--- config.mk ---
export PLATFORM = sky130hd
export DESIGN_NAME = pin_route_ctrl_flat
export DESIGN_NICKNAME = d
export VERILOG_FILES = /design/src/rtl/pin_route_if.sv /design/src/rtl/pin_route_ctrl.sv /design/src/flat_wrapper.sv
export SDC_FILE = /design/constraint.sdc
export NUM_CORES = 1
export LEC_CHECK = 0
export CAP_MARGIN = 5
export CORE_MARGIN = 1
export CORE_UTILIZATION = 55
export DETAILED_ROUTE_END_ITERATION = 6
export PLACE_DENSITY = 0.77
export RECOVER_POWER = 100
export SLEW_MARGIN = 20
export SYNTH_ARGS = -nofsm -noshare
export SYNTH_HDL_FRONTEND = slang
export SYNTH_SLANG_ARGS = --single-unit
export TNS_END_PERCENT = 1
--- constraint.sdc ---
create_clock -name clk -period 2 [get_ports clk]
set_input_delay 0.5 -clock clk [delete_from_list [all_inputs] [get_ports clk]]
set_output_delay 0.5 -clock clk [all_outputs]
set_load 0.03 [all_outputs]
--- src/rtl/pin_route_if.sv ---
// Command handshake bundle for pin_route_ctrl: a valid/ready channel carrying
// an opcode plus destination and source pin indices.
interface pin_route_if #(
    parameter int SEL_W = 6,
    parameter int DST_W = 5
);
    logic             cmd_valid;
    logic             cmd_ready;
    logic [1:0]       cmd_op;
    logic [DST_W-1:0] cmd_dst;
    logic [SEL_W-1:0] cmd_src;

    modport master (output cmd_valid, cmd_op, cmd_dst, cmd_src, input cmd_ready);
    modport slave  (input cmd_valid, cmd_op, cmd_dst, cmd_src, output cmd_ready);
endinterface

--- src/rtl/pin_route_ctrl.sv ---
// Shadow/active pin crossbar with break-before-make commit sequencing.
// Optional macro PIN_ROUTE_CONFLICT_CHECK_EN rejects SETs that would fan a source out.
module pin_route_ctrl #(
    parameter int N_SRC     = 36,
    parameter int N_DST     = 21,
    parameter int SEL_W     = 6,
    parameter int DST_W     = 5,
    parameter int GUARD_CYC = 4
) (
    input  logic              clk,
    input  logic              rst_n,
    pin_route_if.slave        cmd,
    input  logic [N_SRC-1:0]  src_in,
    output logic [N_DST-1:0]  dst_out,
    output logic [N_DST-1:0]  dst_oe,
    output logic              busy,
    output logic              err
);
    localparam int CNT_W = $clog2(GUARD_CYC + 1);

    localparam logic [1:0] OP_SET       = 2'd0;
    localparam logic [1:0] OP_CLEAR     = 2'd1;
    localparam logic [1:0] OP_COMMIT    = 2'd2;
    localparam logic [1:0] OP_CLEAR_ALL = 2'd3;

    typedef enum logic [1:0] {ST_IDLE, ST_BREAK, ST_MAKE} state_t;

    state_t             state_q, state_d;
    logic [CNT_W-1:0]   cnt_q, cnt_d;
    logic [N_DST-1:0]   shadow_en_q, shadow_en_d;
    logic [SEL_W-1:0]   shadow_sel_q [N_DST];
    logic [SEL_W-1:0]   shadow_sel_d [N_DST];
    logic [N_DST-1:0]   active_en_q, active_en_d;
    logic [SEL_W-1:0]   active_sel_q [N_DST];
    logic [SEL_W-1:0]   active_sel_d [N_DST];
    logic [N_DST-1:0]   dst_out_q, dst_out_d;
    logic [N_DST-1:0]   dst_oe_q, dst_oe_d;
    logic               err_q, err_d;

    logic accept, dst_bad, src_bad, conflict, reject;

    // ---------------- FSM: state register ----------------
    always_ff @(posedge clk) begin
        if (!rst_n) begin
            state_q <= ST_IDLE;
        end else begin
            state_q <= state_d;
        end
    end

    // ---------------- FSM: next state ----------------
    always_comb begin
        state_d = state_q;
        case (state_q)
            ST_IDLE:  if (accept && cmd.cmd_op == OP_COMMIT) state_d = ST_BREAK;
            ST_BREAK: if (cnt_q == CNT_W'(GUARD_CYC - 1)) state_d = ST_MAKE;
            ST_MAKE:  state_d = ST_IDLE;
            default:  state_d = ST_IDLE;
        endcase
    end

    // ---------------- FSM: outputs ----------------
    always_comb begin
        cmd.cmd_ready = (state_q == ST_IDLE);
        busy          = (state_q != ST_IDLE);
    end

    // ---------------- command decode ----------------
    assign accept  = cmd.cmd_valid && cmd.cmd_ready;
    assign dst_bad = 32'(cmd.cmd_dst) >= N_DST;
    assign src_bad = 32'(cmd.cmd_src) >= N_SRC;

    always_comb begin
        conflict = 1'b0;
`ifdef PIN_ROUTE_CONFLICT_CHECK_EN
        for (int d = 0; d < N_DST; d++) begin
            if (shadow_en_q[d] && shadow_sel_q[d] == cmd.cmd_src &&
                DST_W'(d) != cmd.cmd_dst)
                conflict = 1'b1;
        end
`endif
    end

    assign reject = accept &&
                    (((cmd.cmd_op == OP_SET) && (dst_bad || src_bad || conflict)) ||
                     ((cmd.cmd_op == OP_CLEAR) && dst_bad));

    // ---------------- tables, guard counter, outputs ----------------
    always_comb begin
        shadow_en_d  = shadow_en_q;
        shadow_sel_d = shadow_sel_q;
        active_en_d  = active_en_q;
        active_sel_d = active_sel_q;
        err_d        = reject;
        cnt_d        = (state_q == ST_BREAK) ? cnt_q + CNT_W'(1) : '0;

        if (accept && !reject) begin
            case (cmd.cmd_op)
                OP_SET: begin
                    shadow_en_d[cmd.cmd_dst]  = 1'b1;
                    shadow_sel_d[cmd.cmd_dst] = cmd.cmd_src;
                end
                OP_CLEAR:     shadow_en_d[cmd.cmd_dst] = 1'b0;
                OP_CLEAR_ALL: shadow_en_d = '0;
                default:      ;
            endcase
        end

        if (state_q == ST_MAKE) begin
            active_en_d  = shadow_en_q;
            active_sel_d = shadow_sel_q;
        end

        // Enables come from the next active table so the new routing appears
        // right after MAKE; BREAK cycles keep every driver off.
        dst_oe_d = (state_q == ST_BREAK) ? '0 : active_en_d;
    end

    for (genvar gi = 0; gi < N_DST; gi++) begin : g_route
        assign dst_out_d[gi] = active_en_q[gi] & src_in[active_sel_q[gi]];
    end

    always_ff @(posedge clk) begin
        if (!rst_n) begin
            cnt_q       <= '0;
            shadow_en_q <= '0;
            active_en_q <= '0;
            dst_out_q   <= '0;
            dst_oe_q    <= '0;
            err_q       <= 1'b0;
            for (int d = 0; d < N_DST; d++) begin
                shadow_sel_q[d] <= '0;
                active_sel_q[d] <= '0;
            end
        end else begin
            cnt_q        <= cnt_d;
            shadow_en_q  <= shadow_en_d;
            shadow_sel_q <= shadow_sel_d;
            active_en_q  <= active_en_d;
            active_sel_q <= active_sel_d;
            dst_out_q    <= dst_out_d;
            dst_oe_q     <= dst_oe_d;
            err_q        <= err_d;
        end
    end

    assign dst_out = dst_out_q;
    assign dst_oe  = dst_oe_q;
    assign err     = err_q;
endmodule

--- src/flat_wrapper.sv ---
// flat-port wrapper written by rule: the top's interface ports become plain ports
module pin_route_ctrl_flat 
#(
    parameter int N_SRC     = 36,
    parameter int N_DST     = 21,
    parameter int SEL_W     = 6,
    parameter int DST_W     = 5,
    parameter int GUARD_CYC = 4
)
  (clk, rst_n, src_in, dst_out, dst_oe, busy, err, cmd_cmd_valid, cmd_cmd_op, cmd_cmd_dst, cmd_cmd_src, cmd_cmd_ready);
  pin_route_if #(.SEL_W(SEL_W), .DST_W(DST_W)) cmd_i ();
  input  logic clk;
  input  logic rst_n;
  input  logic [N_SRC-1:0] src_in;
  output logic [N_DST-1:0] dst_out;
  output logic [N_DST-1:0] dst_oe;
  output logic busy;
  output logic err;
  input wire logic [$bits(cmd_i.cmd_valid)-1:0] cmd_cmd_valid;
  input wire logic [$bits(cmd_i.cmd_op)-1:0] cmd_cmd_op;
  input wire logic [$bits(cmd_i.cmd_dst)-1:0] cmd_cmd_dst;
  input wire logic [$bits(cmd_i.cmd_src)-1:0] cmd_cmd_src;
  output wire logic [$bits(cmd_i.cmd_ready)-1:0] cmd_cmd_ready;
  assign cmd_i.cmd_valid = cmd_cmd_valid;
  assign cmd_i.cmd_op = cmd_cmd_op;
  assign cmd_i.cmd_dst = cmd_cmd_dst;
  assign cmd_i.cmd_src = cmd_cmd_src;
  assign cmd_cmd_ready = cmd_i.cmd_ready;
  pin_route_ctrl #(.N_SRC(N_SRC), .N_DST(N_DST), .SEL_W(SEL_W), .DST_W(DST_W), .GUARD_CYC(GUARD_CYC)) u_core (.clk(clk), .rst_n(rst_n), .cmd(cmd_i), .src_in(src_in), .dst_out(dst_out), .dst_oe(dst_oe), .busy(busy), .err(err));
endmodule
# == Word-level counts from Yosys, hierarchy flattened ==
# Index checks and enable logic that the tools add are counted.
# Widths: inputs -> output; s select.
# word_totals
ff_bits,342
input_bits,52
output_inout_bits,45
elab_cells,183
# classes
add_sub_neg,1
n_lt_le_gt_ge,27
n_eq_ne,8
n_mux,52
bitwise_logic,26
reduce_logical,20
# op_table
cell,n
$lt 6x7->1 const B,21
$bmux 1 s6,21
$bwmux 126,1
$pmux 21 s3,1
$demux 6 s5,1
$mux 1,22
$and 1x1->1,21
$and 21x21->21,1
$mux 21,1
$not 21->21,1
$or 21x21->21,1
$ge 6x6->1 const B,2
$logic_and 1x1->1,8
$reduce_and 2->1,4
$eq 2x2->1 const B,3
$lt 5x6->1 const B,1
$lt 6x1->1 const B,1
$mux 6,1
$not 5->6,1
$demux 1 s5,1
$ge 5x1->1 const B,1
$ge 5x5->1 const B,1
$eq 2x1->1 const B,2
$logic_not 2->1,2
12 further kinds,14

# == Logic depth before layout (Yosys ltp) ==
# Gate-level depths: netlist of run 1.
# depth
ltp_word,8
ltp_mapped,8
depth_no_buf,5

# == Worst setup path after synthesis of run 1 ==
# No wires, ideal clock.
# synth_timing
path_kind,input to register
from,input src_in[15]
to,"register u_core.dst_out_q[14], in the netlist u_core.dst_out[14]"
setup_time_ns,0.120
arrival_ns,1.892
required_time_ns,1.880
setup_slack_ns,-0.012
cell_stages,6
n_path_buf,2
cell_sequence,clkbuf_1 > clkbuf_1 > mux4_2 > mux4_2 > nand3b_1 > nand3_1
# synth_between
elab_chain_len,3
# synth_lines
item,line,source
from (decl),flat_wrapper.sv:14,input logic [N_SRC-1:0] src_in;
$bmux 1 s6,pin_route_ctrl.sv:120,assign dst_out_d[gi] = active_en_q[gi] & src_in[active_sel_q[gi]];
$mux 1 (not written as such),pin_route_ctrl.sv:120,
$and 1x1->1,pin_route_ctrl.sv:120,
to (signal assigned),pin_route_ctrl.sv:141,dst_out_q <= dst_out_d;
to (decl),pin_route_ctrl.sv:36,"logic [N_DST-1:0] dst_out_q, dst_out_d;"
# Every way passes these cells. The select of a mux whose other input is x is not followed.
# A chain may end at the register's enable or synchronous reset.

# == Worst setup path in the final report of run 1 ==
# layout_timing
from,input src_in[14]
to,"register u_core.dst_out_q[3], in the netlist u_core.dst_out[3]"
# The elaborated chain is that of the path after synthesis.

==> flow_summary.json, run 1 <==
{
  "peakVddDrop_mv": 0.704,
  "hp-start": "rst_n",
  "num_vias": 17300,
  "core_um2": 34900,
  "synth-edff-count": 0,
  "synth_area_leaders": "dfxtp_1, mux4_2, a21boi_0",
  "startpoint_type": "input port",
  "setup-tns-final_ps": -36.8,
  "fin_cells": 2633,
  "io_buffers": 96,
  "fin_nets": 2204,
  "fin_crit_ps": 2030,
  "pwr-share-clk_pct": 45.8,
  "clk_transition_reported_paths_ps": 60,
  "timing.rr.end": "u_core.dst_out[10]",
  "hold_viol": 0,
  "netlist_area_um2": 19700,
  "r2r_start": "u_core.active_sel_q[60]",
  "critical_path_class": "input port to register",
  "crit_path_end_kind": "register",
  "setup_violations": 2,
  "final_core_util_pct": 68.2,
  "power.total_mw": 15.3,
  "cts.sinks": 342,
  "dieArea_um2": 36600,
  "grt_setup_unrepaired": "yes",
  "avgSynthCellArea_um2": 9.66,
  "grt_pass1_vias": 16800,
  "synthArstFlopShare_pct": 0,
  "cts_buffers": 38,
  "timing.final.crit_share_pct": 101,
  "ys_ff_latch": 342,
  "slew_viol_final": 0,
  "holdPathStages": 2,
  "die_y_um": 191,
  "syn_nets": 2094,
  "yosysWarnings": 0,
  "fin_skew_ps": 13.9,
  "critical_path.max_fanout": 19,
  "antenna_found_initial": 0,
  "seq_area_frac_synth_pct": 34.7,
  "drt_iter0_markers": 2126,
  "grt_first_pass_wirelength_mm": 98.8,
  "p_int_mw": 11.6,
  "p_leak_nw": 7.89,
  "violations": "DRC, setup timing",
  "hp-class": "input port to register",
  "crit_path_max_incr_delay_ps": 500,
  "boundaryPins": 97,
  "crit_chain": "clkdlybuf4s50_1 > buf_12 > mux4_2 > mux2i_1 > nor3b_1 > nor4_1 > o31ai_1",
  "final_layout_size_suffix_gt1_share_pct": 23.1,
  "drtPass1Iterations": 7,
  "initial_core_util_pct": 56.5,
  "powerDensity_nw_per_um2": 645,
  "status": "complete, but fails checks",
  "holdBufCountCts": 0,
  "gp_congestion": 1.01,
  "wl_per_cell_um": 24.4,
  "maxCapViolations": 0,
  "switching_share_pct": 24.3,
  "rows": 68,
  "grt_max_degree": 66,
  "netSwitchingPower_mw": 3.72,
  "worst_r2r_path_depth": 7,
  "synth_cell_types": 56,
  "synthFlopType": "dfxtp_1",
  "die_w_um": 191,
  "yosysTopAreaCell": "dfxtp_1",
  "clock.fmax_ghz": 0.493,
  "placed_cells": 2565,
  "cts_tree": "built",
  "p_comb_share_pct": 9.8,
  "cts_max_level": 2,
  "min_delay_worst_endpoint": "u_core.shadow_en_q[3]",
  "worst_pin_slew_ps": 643,
  "ant_nets": 0,
  "drt-total-wl_mm": 64.2,
  "clockRootBuffer": "clkbuf_16",
  "synth_top_cell_area_share_pct": 34.7,
  "syn_to_final_growth_pct": 20.6,
  "n_antenna_cell": 0,
  "grt_util_all_layers_pct": 35.4,
  "relSlewSlack_pct": 56.0,
  "grt_overflow": 0,
  "cp.arrival_ps": 2440,
  "fin_ws_ps": -26.7,
  "worstPathRequired_ps": 2410,
  "seqPwrFrac_pct": 44.5,
  "cts_buffer_depth": 3,
  "vias_per_cell": 6.56,
  "postCtsSetupBuffers": 0,
  "drc": 2,
  "clk_latency_ps": 540,
  "ff2ff_setup_slack_ps": 80,
  "syn_inst": 2040,
  "crit_slowest_cell": "clkdlybuf4s50_1",
  "hpwl_mm": 43.4
}
==> registers in the layout, indices dropped and copies added (netlist names) <==
name                 cells
u_core.active_sel_q    126
u_core.shadow_sel_q    126
u_core.active_en_q      21
u_core.dst_oe           21
u_core.dst_out          21
u_core.shadow_en_q      21
u_core.cnt_q             3
u_core.state_q           2
u_core.err               1
==> worst max-delay path by stage <==
stage                           start            endpoint  slack, ps  cells past startpoint
floorplan                  src_in[13]  u_core.dst_out[14]          2                      6
global placement           src_in[11]   u_core.dst_out[7]       -510                      6
detailed placement          src_in[7]   u_core.dst_out[3]       -630                      7
CTS                 u_core.state_q[1]       cmd_cmd_ready       -140                      3
global route                src_in[1]   u_core.dst_out[6]       -130                      7
finish                     src_in[14]   u_core.dst_out[3]        -30                      7
==> cell type report <==
class	count	area, um2
Fill cell	2696	11100
Clock inverter	14	159
Clock buffer	54	1090
Timing Repair Buffer	318	3260
Sequential cell	342	6850
Inverter	17	63.8
Tap cell	455	569
Multi-Input combinational cell	1433	11800
==> metrics by stage <==
| step | instance area, um2 | hold slack [ps] | setup WS [ps] |
|---|---|---|---|
| global placement | 22700 | 408 | -508 |
| finish | 23800 | 402 | -26.7 |
| floorplan | 19700 | 399 | 2.22 |
| detailed placement | 22700 | 431 | -625 |
| CTS | 23900 | 377 | -143 |
| global route | 23800 | 414 | -133 |
==> power by group through the flow <==
stage	combinational [mW]	clock, mW	sequential, mW
global placement	1.43	0	6.97
global route	1.54	7.34	6.82
finish	1.50	7.02	6.82
CTS	1.46	7.09	6.82
detailed placement	1.46	0	6.97
floorplan	0.763	0	6.97
==> worst max-delay path: cells and delay by family <==
kind | cells | cell delay (ps)
buffers and inverters | 2 | 700
AOI/OAI and AO/OA | 1 | 150
muxes | 2 | 640
and+or+nand+nor | 2 | 440
==> repair_timing <==
action / CTS / global route
gates resized for setup: 51 / 21
endpoints found under the setup margin: 46 / 25
pin swaps: 1 / 4
==> cells in the mapped netlist, drive strengths merged (33+ instances only) <==
cell type and n:
nor3b 34, mux2i 133, nand3 63, nand2 399, buf 68, a21boi 203, clkbuf 180, mux4 173
nor3 35, a21oi 34, dfxtp 342, nor2 33, nor2b 123
==> cells in the final DEF (no fill, tap or decap), types with 8 or more instances in the layout <==
| cell type | synthesis | routed |
|---|---|---|
| o21a_1 | 25 | 25 |
| nor4_1 | 19 | 16 |
| a311o_1 | 9 | 9 |
| buf_12 | 0 | 56 |
| dfxtp_1 | 342 | 341 |
| o21ai_0 | 22 | 22 |
| dlygate4sd2_1 | 0 | 48 |
| inv_1 | 16 | 16 |
| a2111oi_0 | 12 | 11 |
| nand4_1 | 8 | 8 |
| a21boi_0 | 203 | 203 |
| clkdlybuf4s50_1 | 0 | 41 |
| nor2_1 | 30 | 31 |
| nor2b_1 | 123 | 122 |
| nand2_1 | 399 | 399 |
| clkbuf_16 | 0 | 39 |
| nand3_1 | 63 | 63 |
| nor3_1 | 28 | 29 |
| nand4b_1 | 12 | 12 |
| nand3b_1 | 12 | 12 |
| buf_4 | 3 | 148 |
| clkbuf_1 | 180 | 9 |
| o31ai_1 | 9 | 9 |
| mux2i_1 | 133 | 133 |
| nor3b_1 | 29 | 29 |
| clkbuf_2 | 0 | 12 |
| mux2_2 | 19 | 19 |
| and3_1 | 10 | 10 |
| mux4_2 | 173 | 173 |
| a21oi_1 | 34 | 33 |
==> cell families (layout without fill, tap and decap cells) <==
kind of cell,after synthesis,in the layout,synth area share [%]
compound gates,342,342,12.8
fa+ha+maj,2,2,0.127
buf+inv,265,403,5.47
flops,342,342,34.7
mux,325,325,27.6
simple gates,764,764,19.3
==> routing by layer <==
| metal | track usage [%] | share of wire, % |
|---|---|---|
| met1 | 47.6 | 39 |
| met2 | 52.1 | 43 |
| met4 | 13.0 | 3.6 |
| met5 | 0 | 0 |
| met3 | 12.9 | 15 |
No activity file was read; power rests on OpenSTA's default activity.
==> run 2, diff against run 1 <==
Settings changed: CTS_CLUSTER_SIZE set to 20.
==> results of run 2 <==
No change in the layout: final DEF, timing and power equal those of run 1.
